--- config.mk ---
export PLATFORM = sky130hd
export DESIGN_NAME = asmi_arbiter
export DESIGN_NICKNAME = d
export VERILOG_FILES = /design/src/rtl/asmi_arbiter.sv
export SDC_FILE = /design/constraint.sdc
export NUM_CORES = 1
export LEC_CHECK = 0
export BUFFER_PORTS_ARGS = -buffer_cell sky130_fd_sc_hd__buf_2
export CAP_MARGIN = 40
export CORE_AREA = 3 3 108 110
export CTS_BUF_LIST = sky130_fd_sc_hd__clkbuf_8
export CTS_CLUSTER_SIZE = 14
export DETAILED_ROUTE_END_ITERATION = 16
export DIE_AREA = 0 0 111 113
export PLACE_DENSITY = 0.75
export SLEW_MARGIN = 10
export SYNTH_ARGS = -nofsm -noshare
export SYNTH_HDL_FRONTEND = slang
export SYNTH_SLANG_ARGS = --single-unit
--- constraint.sdc ---
create_clock -name clock -period 3.9 [get_ports clock]
set_clock_uncertainty 0.1 [all_clocks]
set_input_delay 0.195 -clock clock [delete_from_list [all_inputs] [get_ports clock]]
set_output_delay 0.195 -clock clock [all_outputs]
set_load 0.02 [all_outputs]
--- src/rtl/asmi_arbiter.sv ---
// Round-robin arbiter sharing one ASMI flash controller between a program and a read-back port.
// Define ASMI_TIMEOUT_EN to add a watchdog that aborts LOAD/WAIT_FALL/WAIT_DATA after TIMEOUT_CYCLES.
module asmi_arbiter #(
  parameter int unsigned TIMEOUT_CYCLES = 32'd500000000,
  parameter int unsigned BUSY_RISE_MAX  = 15
) (
  input  logic        clock,
  input  logic        reset_n,
  input  logic [1:0]  req,
  input  logic [1:0]  op0,
  input  logic [1:0]  op1,
  input  logic [23:0] addr0,
  input  logic [23:0] addr1,
  input  logic        shift0,
  input  logic        shift1,
  input  logic [7:0]  data0,
  input  logic [7:0]  data1,
  output logic [1:0]  grant,
  output logic [1:0]  done,
  output logic        err,
  output logic [7:0]  rdata,
  output logic [23:0] asmi_addr,
  output logic        asmi_wren,
  output logic        asmi_sector_erase,
  output logic        asmi_write,
  output logic        asmi_read,
  output logic        asmi_shift_bytes,
  output logic [7:0]  asmi_datain,
  input  logic        asmi_busy,
  input  logic        asmi_data_valid,
  input  logic [7:0]  asmi_dataout
);

  typedef enum logic [2:0] {
    StIdle, StLoad, StIssue, StWaitRise, StWaitFall, StWaitData, StFinish
  } state_e;

  state_e      state_q, state_d;
  logic        busy_q, dv_q;
  logic [7:0]  dout_q;
  logic        last_q, last_d;
  logic        owner_q, owner_d;
  logic [1:0]  op_q, op_d;
  logic [23:0] addr_q, addr_d;
  logic        seen_q, seen_d;
  logic [31:0] cnt_q, cnt_d;
  logic        fail;
  logic        counting;

  logic [1:0]  grant_q, grant_d, done_q, done_d;
  logic        err_q, err_d, wren_q, wren_d, erase_q, erase_d;
  logic        write_q, write_d, read_q, read_d, shift_q, shift_d;
  logic [7:0]  datain_q, datain_d, rdata_q, rdata_d;

  logic        pick, sel_shift;
  logic [7:0]  sel_data;

  // On a tie the port not served last wins.
  assign pick      = (req == 2'b11) ? ~last_q : req[1];
  assign sel_shift = owner_q ? shift1 : shift0;
  assign sel_data  = owner_q ? data1 : data0;

  always_ff @(posedge clock or negedge reset_n) begin
    if (!reset_n) begin
      state_q  <= StIdle;
      busy_q   <= 1'b0;
      dv_q     <= 1'b0;
      dout_q   <= 8'h00;
      last_q   <= 1'b0;
      owner_q  <= 1'b0;
      op_q     <= 2'd0;
      addr_q   <= 24'h0;
      seen_q   <= 1'b0;
      cnt_q    <= 32'd0;
      grant_q  <= 2'b00;
      done_q   <= 2'b00;
      err_q    <= 1'b0;
      wren_q   <= 1'b0;
      erase_q  <= 1'b0;
      write_q  <= 1'b0;
      read_q   <= 1'b0;
      shift_q  <= 1'b0;
      datain_q <= 8'h00;
      rdata_q  <= 8'h00;
    end else begin
      state_q  <= state_d;
      busy_q   <= asmi_busy;
      dv_q     <= asmi_data_valid;
      dout_q   <= asmi_dataout;
      last_q   <= last_d;
      owner_q  <= owner_d;
      op_q     <= op_d;
      addr_q   <= addr_d;
      seen_q   <= seen_d;
      cnt_q    <= cnt_d;
      grant_q  <= grant_d;
      done_q   <= done_d;
      err_q    <= err_d;
      wren_q   <= wren_d;
      erase_q  <= erase_d;
      write_q  <= write_d;
      read_q   <= read_d;
      shift_q  <= shift_d;
      datain_q <= datain_d;
      rdata_q  <= rdata_d;
    end
  end

  always_comb begin
    state_d = state_q;
    owner_d = owner_q;
    op_d    = op_q;
    addr_d  = addr_q;
    last_d  = last_q;
    seen_d  = seen_q;
    fail    = 1'b0;
    unique case (state_q)
      StIdle: begin
        // Both the raw and registered busy must be low so a post-reset busy ASMI is respected.
        if ((req != 2'b00) && !busy_q && !asmi_busy) begin
          owner_d = pick;
          op_d    = pick ? op1 : op0;
          addr_d  = pick ? addr1 : addr0;
          seen_d  = 1'b0;
          if (op_d == 2'd0) begin
            state_d = StFinish;
            fail    = 1'b1;
          end else begin
            state_d = StLoad;
          end
        end
      end
      StLoad: begin
        if (op_q != 2'd2) begin
          state_d = StIssue;
        end else if (sel_shift) begin
          seen_d = 1'b1;
        end else if (seen_q) begin
          state_d = StIssue;
        end
      end
      StIssue:    state_d = (op_q == 2'd3) ? StWaitData : StWaitRise;
      StWaitRise: begin
        if (busy_q) begin
          state_d = StWaitFall;
        end else if ((cnt_q + 32'd1) >= BUSY_RISE_MAX) begin
          state_d = StFinish;
        end
      end
      StWaitFall: if (!busy_q) state_d = StFinish;
      StWaitData: if (dv_q) state_d = StFinish;
      StFinish: begin
        last_d  = owner_q;
        state_d = StIdle;
      end
      default:    state_d = StIdle;
    endcase
`ifdef ASMI_TIMEOUT_EN
    counting = (state_q == StWaitRise) || (state_q == StLoad) ||
               (state_q == StWaitFall) || (state_q == StWaitData);
    if ((state_q == StLoad || state_q == StWaitFall || state_q == StWaitData) &&
        (state_d == state_q) && ((cnt_q + 32'd1) >= TIMEOUT_CYCLES)) begin
      state_d = StFinish;
      fail    = 1'b1;
    end
`else
    counting = (state_q == StWaitRise);
`endif
    // Counter restarts on every state entry.
    if (state_d != state_q) begin
      cnt_d = 32'd0;
    end else if (counting) begin
      cnt_d = cnt_q + 32'd1;
    end else begin
      cnt_d = cnt_q;
    end
  end

`ifndef ASMI_TIMEOUT_EN
  logic unused_tmo;
  assign unused_tmo = ^TIMEOUT_CYCLES;
`endif

  always_comb begin
    grant_d = grant_q;
    if (state_q == StIdle && state_d != StIdle) begin
      grant_d = owner_d ? 2'b10 : 2'b01;
    end else if (state_q == StFinish) begin
      grant_d = 2'b00;
    end
    done_d   = (state_d == StFinish) ? (owner_d ? 2'b10 : 2'b01) : 2'b00;
    err_d    = fail;
    wren_d   = (state_d == StLoad) || (state_d == StIssue);
    erase_d  = (state_d == StIssue) && (op_d == 2'd1);
    write_d  = (state_d == StIssue) && (op_d == 2'd2);
    read_d   = (state_d == StIssue) && (op_d == 2'd3);
    shift_d  = (state_q == StLoad) && (state_d == StLoad) && (op_q == 2'd2) && sel_shift;
    datain_d = shift_d ? sel_data : datain_q;
    rdata_d  = (state_q == StWaitData && dv_q) ? dout_q : rdata_q;
  end

  assign grant             = grant_q;
  assign done              = done_q;
  assign err               = err_q;
  assign rdata             = rdata_q;
  assign asmi_addr         = addr_q;
  assign asmi_wren         = wren_q;
  assign asmi_sector_erase = erase_q;
  assign asmi_write        = write_q;
  assign asmi_read         = read_q;
  assign asmi_shift_bytes  = shift_q;
  assign asmi_datain       = datain_q;

endmodule

== After elaboration in Yosys (flattened, before gate mapping) ==
Index checks and enable logic that the tools add are counted.
Cells by class
  muxes and demuxes: 33
  $lt $le $gt $ge: 1
  $add $sub $neg: 1
  equality and inequality tests: 20
  bitwise logic cells: 1
  reductions and logical operators: 22
Operators by type and width (number)
  32-bit two-way mux: 2
  32-bit by 1-bit adder with 32-bit output (second input constant): 1
  32-bit by 4-bit >= comparator with 1-bit output (second input constant): 1
  3-bit two-way mux: 10
  24-bit two-way mux: 1
  3-bit one-hot mux with 6 select lines: 1
  2-bit two-way mux: 7
  3-bit equality test (second input constant): 4
  2-bit equality test (second input constant): 5
  1-bit logical AND: 10
  1-bit two-way mux: 10
  3-bit by 2-bit equality test with 1-bit output (second input constant): 3
  8-bit two-way mux: 1
  2-bit != test (second input constant): 4
  2-bit nonzero test: 4
  3-bit by 1-bit equality test with 1-bit output (second input constant): 2
  4-bit AND reduction: 1
  3-bit logical NOT: 1
  3-bit != test: 1
  3-bit nonzero test: 1
  2-bit by 1-bit equality test with 1-bit output (second input constant): 1
  1-bit logical NOT: 2
  2-bit logical NOT: 1
  1-bit one-hot mux with 2 select lines: 1
  3 further kinds: 3
Storage, ports and cells
  output and inout port bits: 50
  bits of input ports: 84
  bits in registers: 100

== Depth between registers and ports, before layout ==
  depth after elaboration: 11
  mapped depth: 11

== Worst setup path before layout ==
OpenSTA, ideal clock, no wires.
  path type: register to register
  start point: register cnt_q[2]
  end point: register cnt_q[0]
  stages on the path, launching flop included: 12
  path slack: 0.734 ns
  arrival time: 2.993 ns
  setup time: 0.073 ns
  data required time: 3.727 ns
  cells stage by stage: dfrtp_1 -> buf_2 -> and4_1 -> buf_4 -> nand4_4 -> or4_4 -> or3_1 -> a211o_1 -> or4_4 -> buf_6 -> buf_12 -> a21oi_2
On the way
  longest elaborated chain between the ends: 7
  elaborated cells between the ends (all ways): 8
  classes of those cells: add/sub: 1; order compare: 1; eq/ne: 1; mux: 4; reduce/logical: 1
RTL lines
  start: declaration: RTL line 46  | logic [31:0] cnt_q, cnt_d;
  start signal: assignment: RTL line 95  | cnt_q <= cnt_d;
  32-bit by 1-bit adder with 32-bit output *: RTL line 146  | end else if ((cnt_q + 32'd1) >= BUSY_RISE_MAX) begin
  32-bit by 4-bit >= comparator with 1-bit output *: RTL line 146
  3-bit two-way mux *: RTL line 146
  3-bit two-way mux *: RTL line 144  | if (busy_q) begin
  3-bit one-hot mux with 6 select lines *: RTL line 117  | unique case (state_q)
  3-bit != test *: RTL line 170  | if (state_d != state_q) begin
  32-bit two-way mux or 2-bit nonzero test (tied branches)
Every way passes the cells marked *; elsewhere a longest branch is shown, timed or not.
A chain may end at the register's enable or synchronous reset.

== Worst setup path after layout ==
  start point: register cnt_q[12]
  end point: register cnt_q[7]
Same word-level chain as after synthesis.

==> impl_metrics.ini <==
[floorplan]
fp.dieArea_um2 = 12500
core-area_um2 = 10800
start_util_pct = 50.1
die_w_um = 111
row_count = 38
io_pins = 134
die_h_um = 113

[timing]
max_slew_margin_pct = 45.2
finalSetupTns_ns = 0
finalSetupViolCount = 0
finalHoldViolations = 0
period_share_pct = 89.7
fmaxAchievable_mhz = 286
slew_violations = 0
post-route-min-period_ns = 3.50
rsz0062_at_grt = no
setup_ws_ns = 0.400
worst_slew_pin_slew_ns = 0.801

[worst_setup_path]
cp_data_required_time_ns = 4.11
ff2ff_setup_slack_ns = 0.40
reg2regPathDepth = 7
cp-end-kind = register
arrival_ns = 3.71
rr_startpoint = cnt_q[12]$_DFFE_PN0P_
timing.rr.end = cnt_q[7]$_DFFE_PN0P_
worstPathMaxFanout = 32
worstSetupPathType = register to register
start_kind = register

[route]
drc = 0
routed_via_density = 5.54
num_vias = 4501
drt_iter0_drc = 259
wl_mm = 12.8
detail-route-antenna-nets = 0
dr.pass1.iters = 5
wl_per_cell_um = 15.7

[clocking]
hold_buffers = 11
cts_resized = 0
cts_max_level = 3
cts.root.buffer_cell = clkbuf_8
clkSinkCount = 100
cts_made_buffers = 9
cts_tree = built
path_clk_slew_ns = 0.10
clk-insertion-delay-late_ns = 0.38
post-cts-setup-buffer-count = 0
cts_buffer_depth = 2

[pwr]
ir_drop_mv = 0.374
p_leak_nw = 2.84
pwr_density_cell_nw_per_um2 = 573
power_mw = 3.72

[place]
dp_slack_ns = 0.427
port_buffers = 133
gp_congestion = 0.889
dp_hpwl_mm = 9.51

[synth]
ys_ff_latch = 100
synth_cell_types = 56
synth_edf_count = 0
synth_cells = 544
syn_nets = 630
syn_area_um2 = 5410
asyncSetResetFlopFracSynth_pct = 100
synth_warnings = 0
avgSynthCellArea_um2 = 9.94
synth-seq-area-share_pct = 46.3
synthFlopType = dfrtp_1

[outcome]
outcome = finished clean

[global_route]
grt_antenna_before_repair = 0
grt_pass1_wl_mm = 21.4
grt_pass1_vias = 4500
grt_start_max_net_pins = 58
grtUsageTotal_pct = 20.8
grt_overflow = 0

[layout]
layout.nets = 755
drive_gt1_share_pct = 31.5
area_growth_pct = 19.9
fillers = 897
post-route-util_pct = 60.1
antenna_cells = 0

[worst_hold_path]
hold_depth = 3
hp-class = primary input to register
min_from = addr0[10]
min_to = asmi_addr[10]$_DFFE_PN0P_

[run]
max-cap-violations = 0
state kept, by name (all words and copies together), names as in the netlist:
name and cells:
asmi_sector_erase 1, asmi_datain 8, busy_q 1, asmi_read 1, asmi_wren 1, done 2
asmi_addr 24, rdata 8, state_q 3, dout_q 8, err 1, owner_q 1
dv_q 1, seen_q 1, grant 2, op_q 2, last_q 1, asmi_shift_bytes 1
cnt_q 32, asmi_write 1
area by class of cell:
type,count,area [um2],area share [%]
clock inverter,5,82.6,1.27
sequential,100,2500,38.6
clock buffer,10,138,2.12
multi-input combinational,388,2650,40.9
timing repair buffer,154,873,13.5
tap,140,175,2.70
inverter,16,60.1,0.926
cells in the mapped netlist (all sizes together) (2+ instances only):
master / n / area (um2)
a2111oi: 3 / 26.3
nand2: 23 / 86.3
o21a: 4 / 30.0
a21oi: 70 / 463
buf: 15 / 131
nor3: 13 / 65.1
a21boi: 2 / 15.0
nand4: 19 / 140
xor2: 10 / 87.6
xnor2: 24 / 210
ha: 2 / 25.0
nor4: 8 / 50.1
or2: 2 / 12.5
nand3: 24 / 120
o31ai: 6 / 58.8
or4: 12 / 105
or3: 4 / 25.0
a22oi: 2 / 15.0
nor2: 60 / 225
mux2i: 37 / 370
mux2: 10 / 113
a211o: 3 / 26.3
and3: 4 / 25.0
nand2b: 3 / 18.8
inv: 16 / 60.1
o22ai: 2 / 12.5
nor3b: 2 / 15.0
o21ai: 11 / 55.1
and4: 6 / 52.6
clkbuf: 25 / 93.8
and2: 7 / 43.8
dfrtp: 100 / 2500
cells by family after synthesis:
logic type                 after synthesis  share of synthesized area, %
adders and majority gates                2                         0.463
and+or+nand+nor                        193                          19.1
AOI/OAI and AO/OA                      112                          14.4
DFF                                    100                          46.3
xor gates and xnor gates                34                          5.51
buffers and inverters                   56                          5.28
muxes                                   47                          8.93
worst max path at each step:
stage	start	end	depth (start not counted)
after floorplan	cnt_q[2]$_DFFE_PN0P_	cnt_q[0]$_DFFE_PN0P_	11
after global placement	cnt_q[12]$_DFFE_PN0P_	cnt_q[27]$_DFFE_PN0P_	7
after detailed placement	cnt_q[15]$_DFFE_PN0P_	cnt_q[28]$_DFFE_PN0P_	7
after CTS	cnt_q[15]$_DFFE_PN0P_	cnt_q[27]$_DFFE_PN0P_	7
after global routing	cnt_q[9]$_DFFE_PN0P_	cnt_q[28]$_DFFE_PN0P_	7
final	cnt_q[12]$_DFFE_PN0P_	cnt_q[7]$_DFFE_PN0P_	7
power by group:
part	total, mW	switching (mW)	internal, mW
sequential	1.51	0.199	1.32
clock	0.744	0.364	0.379
combinational	1.46	0.936	0.524
layer usage:
metal	vias to the layer above	track usage (%)	routed length [um]
met4	0	8.70	248
met5	-	0	0
met3	18	4.17	651
met2	136	36.0	6460
met1	2165	25.6	5410
li1	2182	-	-
critical path: stages, from the launching register on:
cell and delay, ns:
dfrtp_1 0.48, and4_1 0.36, nand4_4 0.18, or4_4 0.56
or3_1 0.36, a211o_1 0.35, or4_4 0.77, a21oi_2 0.23
through the flow:
step	cell area, um2	cells	hold slack, ns
final	6480	813	0.0113
after global routing	6480	813	0.00907
after CTS	6480	813	0.00634
after detailed placement	6150	787	-0.0289
after global placement	6130	786	0.204
after floorplan	5410	544	-0.201
placed cells by master (no fill, tap or decap), types with 17 or more instances in the layout:
master,synthesis,layout
xnor2_1,24,24
nor2_1,60,60
nand4_1,17,17
nand3_1,24,24
a21oi_1,40,40
dfrtp_1,100,100
nand2_1,23,23
buf_2,6,132
mux2i_1,37,37
a21oi_2,30,30
Note: power is estimated with default switching activity, not from simulation.
